$ cat src/rtl/uart_frame_accumulator.sv
// UART byte-to-frame accumulator: CR or TERM0/TERM1 terminated, 1-cycle registered outputs, valid/ack hold
// (in_ready low while a frame is held). Define ACC_CHECKSUM_EN to require a trailing XOR checksum byte.
module uart_frame_accumulator #(
  parameter int         MAX_BYTES = 128,
  parameter int         TIMEOUT   = 2000,
  parameter logic [7:0] CR_BYTE   = 8'h0D,
  parameter logic [7:0] TERM0     = 8'hBE,
  parameter logic [7:0] TERM1     = 8'hEF
) (
  input  logic                             clk,
  input  logic                             reset,
  input  logic                             soft_reset,
  input  logic [7:0]                       in_data,
  input  logic                             in_valid,
  output logic                             in_ready,
  input  logic                             term_mode,
  output logic [MAX_BYTES*8-1:0]           frame_data,
  output logic [$clog2(MAX_BYTES+1)-1:0]   frame_len,
  output logic                             frame_valid,
  input  logic                             frame_ack,
  output logic                             busy,
  output logic                             err,
  output logic [2:0]                       err_code
);

  localparam int LW = $clog2(MAX_BYTES + 1);
  localparam int TW = $clog2(TIMEOUT + 1);

  typedef enum logic [1:0] {IDLE, ACCUM, TERM2, HOLD} state_t;

  state_t          state_q, state_d;
  logic [7:0]      buf_q [MAX_BYTES];
  logic [7:0]      buf_d [MAX_BYTES];
  logic [LW-1:0]   count_q, count_d;
  logic [TW-1:0]   timer_q, timer_d;
  logic            mode_q, mode_d;
  logic            err_q, err_d;
  logic [2:0]      code_q, code_d;
  logic [7:0]      xor_q, xor_d;
  logic            store, finish, clear;

  always_ff @(posedge clk or posedge reset) begin
    if (reset) begin
      state_q <= IDLE;
      buf_q   <= '{default: '0};
      count_q <= '0;
      timer_q <= '0;
      mode_q  <= 1'b0;
      err_q   <= 1'b0;
      code_q  <= '0;
      xor_q   <= '0;
    end else begin
      state_q <= state_d;
      buf_q   <= buf_d;
      count_q <= count_d;
      timer_q <= timer_d;
      mode_q  <= mode_d;
      err_q   <= err_d;
      code_q  <= code_d;
      xor_q   <= xor_d;
    end
  end

  always_comb begin
    state_d = state_q;
    buf_d   = buf_q;
    count_d = count_q;
    timer_d = timer_q;
    mode_d  = mode_q;
    err_d   = 1'b0;
    code_d  = code_q;
    xor_d   = xor_q;
    store   = 1'b0;
    finish  = 1'b0;
    clear   = 1'b0;

    case (state_q)
      IDLE: begin
        // count_q is always zero here, so the shared store path writes index 0
        if (in_valid && !(term_mode ? (in_data == CR_BYTE) : (in_data == TERM0))) begin
          store   = 1'b1;
          mode_d  = term_mode;
          timer_d = '0;
          state_d = ACCUM;
        end
      end
      ACCUM, TERM2: begin
        if (in_valid) begin
          timer_d = '0;
          if (state_q == TERM2) begin
            if (in_data == TERM1) begin
              finish = 1'b1;
            end else begin
              err_d  = 1'b1;
              code_d = 3'd3;
              clear  = 1'b1;
            end
          end else if (mode_q && in_data == CR_BYTE) begin
            finish = 1'b1;
          end else if (!mode_q && in_data == TERM0) begin
            state_d = TERM2;
          end else if (count_q < LW'(MAX_BYTES)) begin
            store = 1'b1;
          end else begin
            err_d  = 1'b1;
            code_d = 3'd2;
            clear  = 1'b1;
          end
        end else if (timer_q == TW'(TIMEOUT - 1)) begin
          err_d  = 1'b1;
          code_d = 3'd1;
          clear  = 1'b1;
        end else begin
          timer_d = timer_q + TW'(1);
        end
      end
      HOLD: begin
        if (frame_ack) clear = 1'b1;
      end
      default: clear = 1'b1;
    endcase

    if (store) begin
      for (int i = 0; i < MAX_BYTES; i++)
        if (i == int'(count_q)) buf_d[i] = in_data;
      count_d = count_q + LW'(1);
      xor_d   = xor_q ^ in_data;
    end

    if (finish) begin
`ifdef ACC_CHECKSUM_EN
      // Running XOR over payload plus checksum byte must cancel to zero
      if (count_q == '0 || xor_q != 8'h00) begin
        err_d  = 1'b1;
        code_d = 3'd4;
        clear  = 1'b1;
      end else begin
        for (int i = 0; i < MAX_BYTES; i++)
          if (i == int'(count_q) - 1) buf_d[i] = 8'h00;
        count_d = count_q - LW'(1);
        state_d = HOLD;
      end
`else
      state_d = HOLD;
`endif
    end

    if (clear || soft_reset) begin
      state_d = IDLE;
      buf_d   = '{default: '0};
      count_d = '0;
      timer_d = '0;
      xor_d   = '0;
    end
    if (soft_reset) begin
      err_d  = 1'b0;
      code_d = code_q;
    end
  end

  always_comb begin
    in_ready    = (state_q != HOLD);
    busy        = (state_q == ACCUM) || (state_q == TERM2);
    frame_valid = (state_q == HOLD);
    frame_len   = (state_q == HOLD) ? count_q : '0;
    err         = err_q;
    err_code    = code_q;
    for (int i = 0; i < MAX_BYTES; i++)
      frame_data[8*i +: 8] = buf_q[i];
  end

endmodule

$ cat config.mk
export PLATFORM = sky130hd
export DESIGN_NAME = uart_frame_accumulator
export DESIGN_NICKNAME = d
export VERILOG_FILES = /design/src/rtl/uart_frame_accumulator.sv
export SDC_FILE = /design/constraint.sdc
export NUM_CORES = 2
export LEC_CHECK = 0
export BUFFER_PORTS_ARGS = -buffer_cell sky130_fd_sc_hd__clkbuf_2
export CAP_MARGIN = 10
export CORE_AREA = 10 10 400 402
export DETAILED_ROUTE_END_ITERATION = 12
export DIE_AREA = 0 0 410 412
export GPL_TIMING_DRIVEN = 1
export PLACE_DENSITY = 0.61
export SLEW_MARGIN = 20
export SYNTH_ARGS = -nofsm -noshare
export SYNTH_HDL_FRONTEND = slang
export SYNTH_SLANG_ARGS = --single-unit
$ cat constraint.sdc
create_clock -name clk -period 80.1 [get_ports clk]
set_input_delay 24.03 -clock clk [delete_from_list [all_inputs] [get_ports clk]]
set_output_delay 24.03 -clock clk [all_outputs]
set_load 0.005 [all_outputs]
==> impl_metrics.tcl <==
set metrics [dict create \
    final-max-slew-violation-count 0 \
    cp.required_ns 80.86 \
    min_path_type "flip-flop to flip-flop" \
    post-route-drc-count 0 \
    total_power_mw 1.31 \
    drive_above_1_share 0.277 \
    grt_util_met2 0.372 \
    endpoint_kind "async pin" \
    grt_busiest_layer "met2" \
    fp.dieArea_um2 169000 \
    detailed_place_hpwl_mm 139 \
    numPortBuffers 1051 \
    synthesis.area_um2 46100 \
    number_of_antenna_violations_at_the_first_check_in_global_routing 4 \
    groute.usage.overall 0.226 \
    num_rows 143 \
    wl_mm 199 \
    leakage_component_of_the_power_nw 25.6 \
    run_status "finished clean" \
    worst_path_clk_slew_ns 0.06 \
    antenna_cells 0 \
    htree_levels 3 \
    drt_pre_antenna_iters 6 \
    synthCells 4300 \
    effective_utilization_at_floorplan 0.304 \
    numClockSinks 1049 \
    synth_async_sr_flop_share 1.00 \
    core_region_area_um2 152000 \
    rsz_0062_raised_after_global_routing "no" \
    final_period_minus_worst_setup_slack_ns 28.25 \
    io-pin-count 1053 \
    clockBufferDepth 3 \
    clkLatencyLatePin_ns 0.76 \
    synth.avg_cell_area_um2 10.7 \
    grt.met3_usage 0.0604 \
    postCtsSetupBuffers 0 \
    finalHoldViolCount 0 \
    finish.net_count 5244 \
    cts_buffers 114 \
    postSynthRegisterBits 1049 \
    critical_path_class "input pin to async pin" \
    postCtsResizedCells 0 \
    peakVddDrop_v 0.0000306 \
    clock_tree_from_tritoncts "yes" \
    period_share 0.353 \
    finalClockSkew_ns 0.0774 \
    cts_hold_buf 0 \
    grt_first_pass_wirelength_mm 282 \
    via_count_of_the_first_global_routing_pass 36747 \
    timing.critical_path.fanout_max 152 \
    gp_congestion 0.827 \
    route.vias.total 36580 \
    post_synth_edffs 0 \
    power.density_cell_area_nw_per_um2 22.8 \
    ant_nets 0 \
    fmaxAchievable_ghz 0.0354 \
    grt_start_max_net_pins 198 \
    netlist-cell-type-count 69 \
    maxCapViolCount 0 \
    die_y_um 412 \
    drt_iter0_markers 3328 \
    routedWlPerCell_um 27.1 \
    flow.area_growth_from_synthesis_pct 24.5 \
    worst_ep_arrival_time_ns 29.00 \
    post_drt_via_cell_ratio 4.98 \
    die_width_um 410 \
    hold_slack_ns 0.504 \
    fin_tns_setup_ns 0 \
    grt_remaining_overflow 0 \
    hold-path-cell-count 2 \
    ys_warn_count 0 \
    cts-root-buf "clkbuf_16" \
    synth_sequential_area_ratio 0.570 \
    grt_util_met1 0.281 \
    worst_pin_slew_ns 1.23 \
    setup_viol 0 \
    critPathLaunchType "input pin" \
    mappedNetlistNets 4322 \
    timing.reg2reg.worst_path_depth 12 \
    ys_dominant_reg_cell "dfrtp_1" \
    slew_headroom 0.176 \
]
layout make-up:
class	instances	area [um2]
timing repair buffer	1133	6030
clock inverter	43	599
multi-input combinational	2916	18600
fill	14974	94200
inverter	8	37.5
tap	2030	2540
clock buffer	170	3320
sequential	1049	26300
worst max-delay path, stage by stage:
cell	delay (ns)
clkbuf_2	0.12
inv_8	0.54
buf_4	0.86
buf_4	0.70
buf_4	0.82
buf_12	0.59
buf_6	0.72
synth_stat cells (all sizes together) (9+ instances only):
library cell  number  share of area
a21oi            475          0.056
buf              119          0.013
mux2i            578           0.13
clkbuf           208          0.017
dfrtp           1049           0.57
nor2             596          0.049
and2              22         0.0030
and3               9         0.0012
a2111oi           88          0.050
o21ai              9        0.00098
o2111ai           57          0.011
a211oi            20         0.0076
nand3             20         0.0022
nand2            950          0.077
power by group:
part	internal, mW	leakage, nW	switching, mW
Clock	0.315	1.91	0.234
Sequential	0.538	14.6	0.00579
Combinational	0.0346	9.09	0.183
sequential cells by signal (all words and copies together) (netlist names):
signal	flops
frame_data	1024
mode_q	1
err_code	2
err	1
state_q	2
timer_q	11
count_q	8
kinds of logic (layout without fill, tap and decap cells):
kind of cell	count (synthesis)	count (layout)	synth area share
adders and majority gates	8	8	0.00217
other	1	1	0.0000814
DFF	1049	1049	0.570
and+or+nand+nor	1641	1641	0.139
xor gates and xnor gates	7	7	0.00133
muxes	581	581	0.126
AOI/OAI and AO/OA	678	678	0.130
buffers and inverters	335	1354	0.0309
metrics by stage:
stage / cells / setup WS [ns] / utilization / area [um2]
final: 7349 / 51.85 / 0.378 / 57400
after global routing: 7349 / 51.25 / 0.378 / 57400
after detailed placement: 7135 / 50.64 / 0.352 / 53400
after CTS: 7348 / 51.51 / 0.378 / 57300
after floorplan: 4300 / 26.54 / - / 46100
after global placement: 7133 / 50.70 / 0.352 / 53300
cells in the final DEF (no fill, tap or decap), types with 8 or more instances in the layout:
cell and n:
a211oi_4 16, and2_1 20, nor2_1 595, clkbuf_8 26, ha_1 8, nand2_1 945
dfrtp_1 1049, a2111oi_4 80, clkbuf_1 30, and3_1 9, o21ai_0 8, buf_4 72
buf_6 11, a2111oi_2 8, clkbuf_16 114, a21oi_4 15, mux2i_1 578, bufinv_16 8
a21oi_1 453, clkbuf_2 1043, o2111ai_1 53, clkinv_2 15, nand3_1 20
worst paths after layout:
path / start / end / slack [ns]
worst max-delay path: reset / frame_data[932] / 51.85
min in group asynchronous: reset / frame_data[548] / 23.41
max in group clk: in_data[4] / frame_data[1007] / 51.86
worst min-delay path: timer_q[1] / timer_q[1] / 0.50
worst max register to register: state_q[0] / frame_data[1007] / 75.08
worst min register to register: timer_q[1] / timer_q[1] / 0.50
routing by layer:
metal	vias up	share of wire
met2	1438	0.48
met4	0	0.042
li1	16351	-
met5	-	0
met3	307	0.076
met1	18484	0.41
No activity file was read; power rests on OpenSTA's default activity.
